### config.mk
export PLATFORM = sky130hd
export DESIGN_NAME = wishbone_fifo_target
export DESIGN_NICKNAME = d
export VERILOG_FILES = /design/src/rtl/wishbone_fifo_target.sv
export SDC_FILE = /design/constraint.sdc
export NUM_CORES = 1
export LEC_CHECK = 0
export CORE_ASPECT_RATIO = 1.1
export CORE_MARGIN = 4
export CORE_UTILIZATION = 48
export CTS_CLUSTER_SIZE = 24
export DETAILED_ROUTE_END_ITERATION = 7
export PLACE_DENSITY_LB_ADDON = 0.25
export SLEW_MARGIN = 10
export SYNTH_ARGS = -nofsm -noshare
export SYNTH_HDL_FRONTEND = slang
export SYNTH_SLANG_ARGS = --single-unit
export TNS_END_PERCENT = 5
### constraint.sdc
create_clock -name clk_i -period 2.1 [get_ports clk_i]
set_input_delay 0.315 -clock clk_i [delete_from_list [all_inputs] [get_ports clk_i]]
set_output_delay 0.315 -clock clk_i [all_outputs]
set_load 0.01 [all_outputs]
### src/rtl/wishbone_fifo_target.sv
// Wishbone B4 classic target: single writes push into a FIFO, single reads pop from it.
// Optional macro WB_FIFO_TARGET_ERR_EN terminates full-write/empty-read with err_o instead of waiting.
module wishbone_fifo_target #(
  parameter int DAT_WIDTH = 8,
  parameter int DEPTH     = 4
) (
  input  logic                   clk_i,
  input  logic                   rst_ni,
  input  logic                   cyc_i,
  input  logic                   stb_i,
  input  logic                   we_i,
  input  logic [DAT_WIDTH-1:0]   dat_i,
  output logic [DAT_WIDTH-1:0]   dat_o,
  output logic                   ack_o,
`ifdef WB_FIFO_TARGET_ERR_EN
  output logic                   err_o,
`endif
  output logic [$clog2(DEPTH):0] count_o,
  output logic                   full_o,
  output logic                   empty_o
);
  localparam int AW = $clog2(DEPTH);
  localparam int CW = AW + 1;

  typedef enum logic {IDLE, TERM} state_e;

  state_e               state_q, state_d;
  logic [AW-1:0]        wptr_q, wptr_d;
  logic [AW-1:0]        rptr_q, rptr_d;
  logic [CW-1:0]        count_q, count_d;
  logic [DAT_WIDTH-1:0] dat_q, dat_d;
  logic [DAT_WIDTH-1:0] mem_q [DEPTH];

  logic req, push, pop, accept;

  assign req     = cyc_i && stb_i;
  assign full_o  = (count_q == CW'(DEPTH));
  assign empty_o = (count_q == '0);
  // Requests are only looked at in IDLE, so a strobe held through ack is never taken twice.
  assign push    = (state_q == IDLE) && req && we_i && !full_o;
  assign pop     = (state_q == IDLE) && req && !we_i && !empty_o;

`ifdef WB_FIFO_TARGET_ERR_EN
  logic bad, err_q, err_d;
  assign bad    = (state_q == IDLE) && req && (we_i ? full_o : empty_o);
  assign accept = push || pop || bad;
  assign err_d  = bad;
`else
  assign accept = push || pop;
`endif

  always_ff @(posedge clk_i or negedge rst_ni) begin
    if (!rst_ni) begin
      state_q <= IDLE;
      wptr_q  <= '0;
      rptr_q  <= '0;
      count_q <= '0;
      dat_q   <= '0;
`ifdef WB_FIFO_TARGET_ERR_EN
      err_q   <= 1'b0;
`endif
    end else begin
      state_q <= state_d;
      wptr_q  <= wptr_d;
      rptr_q  <= rptr_d;
      count_q <= count_d;
      dat_q   <= dat_d;
`ifdef WB_FIFO_TARGET_ERR_EN
      err_q   <= err_d;
`endif
    end
  end

  // Storage has no reset; its contents only reach dat_o through a pop of a written entry.
  always_ff @(posedge clk_i) begin
    if (push) mem_q[wptr_q] <= dat_i;
  end

  always_comb begin
    state_d = state_q;
    wptr_d  = wptr_q;
    rptr_d  = rptr_q;
    count_d = count_q;
    dat_d   = dat_q;
    case (state_q)
      IDLE:    if (accept) state_d = TERM;
      TERM:    state_d = IDLE;
      default: state_d = IDLE;
    endcase
    if (push) begin
      wptr_d  = wptr_q + AW'(1);
      count_d = count_q + CW'(1);
    end
    if (pop) begin
      rptr_d  = rptr_q + AW'(1);
      count_d = count_q - CW'(1);
      dat_d   = mem_q[rptr_q];
    end
  end

  always_comb begin
    dat_o   = dat_q;
    count_o = count_q;
`ifdef WB_FIFO_TARGET_ERR_EN
    ack_o   = (state_q == TERM) && !err_q;
    err_o   = (state_q == TERM) && err_q;
`else
    ack_o   = (state_q == TERM);
`endif
  end
endmodule

==> impl_results.md <==
* Outcome: completed
* Startpoint type of the worst setup path: input port
* Num rows at 24
* Measured slew at the worst slew-check pin at 449 ps
* Avg Cell Area, Syn at 18.6 um2
* Register bit total from synthesis at 48
* Total setup buffers inserted after CTS at 0
* Period utilisation layout at 0.946
* Routed vias at 1060
* Cts bufs inserted at 5
* Worst path bufs/invs at 2
* Cells after Synth at 109
* Max Root-Sink Buffers at 2
* Clock-pin transition on the worst setup and hold timing paths at 90 ps
* Die Y at 76.1 um
* Fin crit period at 1990 ps
* Synth Net Count at 127
* I/O pins at 27
* Largest net degree at the start of global routing at 17
* # clock sinks at 48
* CTS tree: yes
* CTS H-tree depth at 2
* Synth cell types at 29
* Initial Util at 0.503
* VDD IR max at 0.000694 V
* Worst slew margin at 0.701
* Critical-path cell list: clkdlybuf4s50_1, nand3b_4, nor3_2, inv_1, fa_1, o211a_1, a211oi_1, o21ai_0
* Post-route insts no fill at 206
* Synthesized cell area at 2020 um2
* Slowest cell on crit path: clkdlybuf4s50_1
* RSZ-0062 raised after global routing: no
* Overall Global Routing Usage at 0.141
* Congestion Overflow GR at 0
* Via-to-Cell Ratio at 5.15
* WP data required at 2290 ps
* Vias in the first global route at 1127
* # setup viols final at 0
* Gpl congestion at 0.731
* Final ANT Viol Nets at 0
* Full die area at 5320 um2
* Worst Hold Class: in -> async
* Number of max-cap violations at 0
* DR iter-0 viols at 38
* Critical Path Max Stage Delay at 530 ps
* Hold_buf cts at 0
* Core area at 4020 um2
* Share of post-route cells with drive strength above 1 at 0.299
* Clk Tree Root Cell: clkbuf_8
* Worst-path fanout max at 3
* Post-cts sizing count at 0
* Seq/Total Area, Yosys at 0.672
* Max Clk Rate at 504 MHz
* First drt pass iteration count at 4
* Kind of critical path: in -> reg
* # DRC at 0
* Pwr dens at 1220 nW/um2
* Die Width at 69.9 um
* Final WL at 3400 um
* Port Buffers at 26
* CP Capture Type: register
* Final hold vios at 0
* Fin util at 0.636
* Initial antenna violation count at 0
* Setup TNS at 0 ps
* First-pass GRT wire length at 5510 um
* DP HPWL at 2550 um
* Crit path arrival time at 2170 ps
* YS warnings at 0
* WL/cell at 16.5 um
* DP Cell Count at 198
* N_diodes at 0
* Final hold slack at 314 ps
* Final Slew Violations at 0
* NumNets Final at 171
* Area grow syn2layout at 26.4%
* Lkg Pwr at 0.982 nW
* Clk_skew at 14.7 ps
* Clock Latency Late Sink at 310 ps
* CP delay by family, top: buffers and inverters
==> layout make-up <==
cell class | count | area (um2)
fill | 316 | 1470
sequential | 48 | 1360
multi-input combinational | 51 | 603
timing repair buffer | 41 | 385
clock buffer | 6 | 82.6
tap | 52 | 65.1
clock inverter | 2 | 38.8
inverter | 6 | 22.5
==> cells in the final DEF (no fill, tap or decap), types with 2 or more instances in the layout <==
cell | Yosys | layout
buf_4 | 0 | 14
clkdlybuf4s50_1 | 0 | 26
nand2_1 | 2 | 2
dfrtp_1 | 16 | 16
o21ai_0 | 3 | 3
ha_1 | 4 | 4
nor3_2 | 2 | 2
xnor2_1 | 2 | 2
nor2_1 | 2 | 2
and2_1 | 4 | 4
inv_1 | 6 | 6
xor2_1 | 2 | 2
edfxtp_1 | 32 | 32
clkbuf_8 | 0 | 6
mux2_4 | 8 | 8
mux4_2 | 8 | 8
==> cell usage after synthesis <==
| cell | number | area share |
|---|---|---|
| nor4b_1 | 1 | 0.0043 |
| o21ai_0 | 3 | 0.0074 |
| nor3b_4 | 1 | 0.0093 |
| fa_1 | 1 | 0.0099 |
| clkbuf_1 | 1 | 0.0019 |
| nor4_1 | 1 | 0.0031 |
| mux2_2 | 1 | 0.0056 |
| dfrtp_1 | 16 | 0.20 |
| o211a_1 | 1 | 0.0049 |
| a21oi_1 | 1 | 0.0025 |
| ha_1 | 4 | 0.025 |
| mux4_2 | 8 | 0.089 |
| nor2_2 | 1 | 0.0031 |
| nand3b_4 | 1 | 0.0099 |
| and2_4 | 1 | 0.0043 |
| inv_1 | 6 | 0.011 |
| xor2_1 | 2 | 0.0087 |
| buf_6 | 3 | 0.017 |
| o211ai_1 | 1 | 0.0037 |
| a211oi_1 | 1 | 0.0037 |
| edfxtp_1 | 32 | 0.47 |
| nand2_1 | 2 | 0.0037 |
| nor3_2 | 2 | 0.0099 |
| xnor2_1 | 2 | 0.0087 |
| and2_1 | 4 | 0.012 |
| a22oi_1 | 1 | 0.0037 |
| mux2_4 | 8 | 0.059 |
| nor3_1 | 1 | 0.0025 |
| nor2_1 | 2 | 0.0037 |
==> report_power, final <==
| part | leakage, nW | internal (mW) | total [mW] | switching [mW] |
|---|---|---|---|---|
| clock network | 0.0614 | 0.389 | 0.698 | 0.308 |
| logic | 0.443 | 0.660 | 1.05 | 0.392 |
| registers | 0.478 | 1.19 | 1.37 | 0.177 |
| total | 0.982 | 2.24 | 3.12 | 0.877 |
==> sequential cells by signal, indices dropped and copies added, names as in the netlist <==
signal,cells
mem_q,32
count_o,3
dat_o,8
rptr_q,2
wptr_q,2
ack_o,1
==> path summary, 6_finish.rpt <==
kind	from	slack [ps]	cells after the start	endpoint
min in group clk_i	dat_o[0]$_DFFE_PN0P_	510	1	dat_o[0]$_DFFE_PN0P_
setup reg to reg	count_o[1]$_DFFE_PN0P_	140	7	count_o[2]$_DFFE_PN0P_
max in group asynchronous	rst_ni	1580	2	dat_o[0]$_DFFE_PN0P_
hold / removal	rst_ni	310	2	dat_o[4]$_DFFE_PN0P_
hold reg to reg	dat_o[0]$_DFFE_PN0P_	510	1	dat_o[0]$_DFFE_PN0P_
setup / recovery	stb_i	110	8	count_o[2]$_DFFE_PN0P_
==> cell families after synthesis <==
| family | share of synthesized area |
|---|---|
| XOR/XNOR | 0.0173 |
| flip-flops | 0.672 |
| multiplexers | 0.154 |
| adder cells (fa/ha/maj) | 0.0346 |
| AO/OA/AOI/OAI | 0.0260 |
| buffers and inverters | 0.0297 |
| AND/OR/NAND/NOR | 0.0661 |
==> routing by layer <==
layer,part of all wire,wire (um),vias up,track usage
met2,0.55,1860,22,0.246
li1,-,-,493,-
met3,0.044,150,5,0.0541
met5,0,0,-,0
met4,0.0091,31,0,0.0517
met1,0.40,1360,540,0.156
==> metrics by stage <==
| step | setup WS (ps) | power [mW] | instance area, um2 |
|---|---|---|---|
| global route | 25.9 | 3.29 | 2560 |
| detailed placement | -225 | 2.46 | 2440 |
| finish | 114 | 3.12 | 2560 |
| floorplan | 45.2 | 2.00 | 2020 |
| CTS | 107 | 3.16 | 2560 |
| global placement | -64.3 | 2.41 | 2440 |
Note: power is estimated with default switching activity, not from simulation.
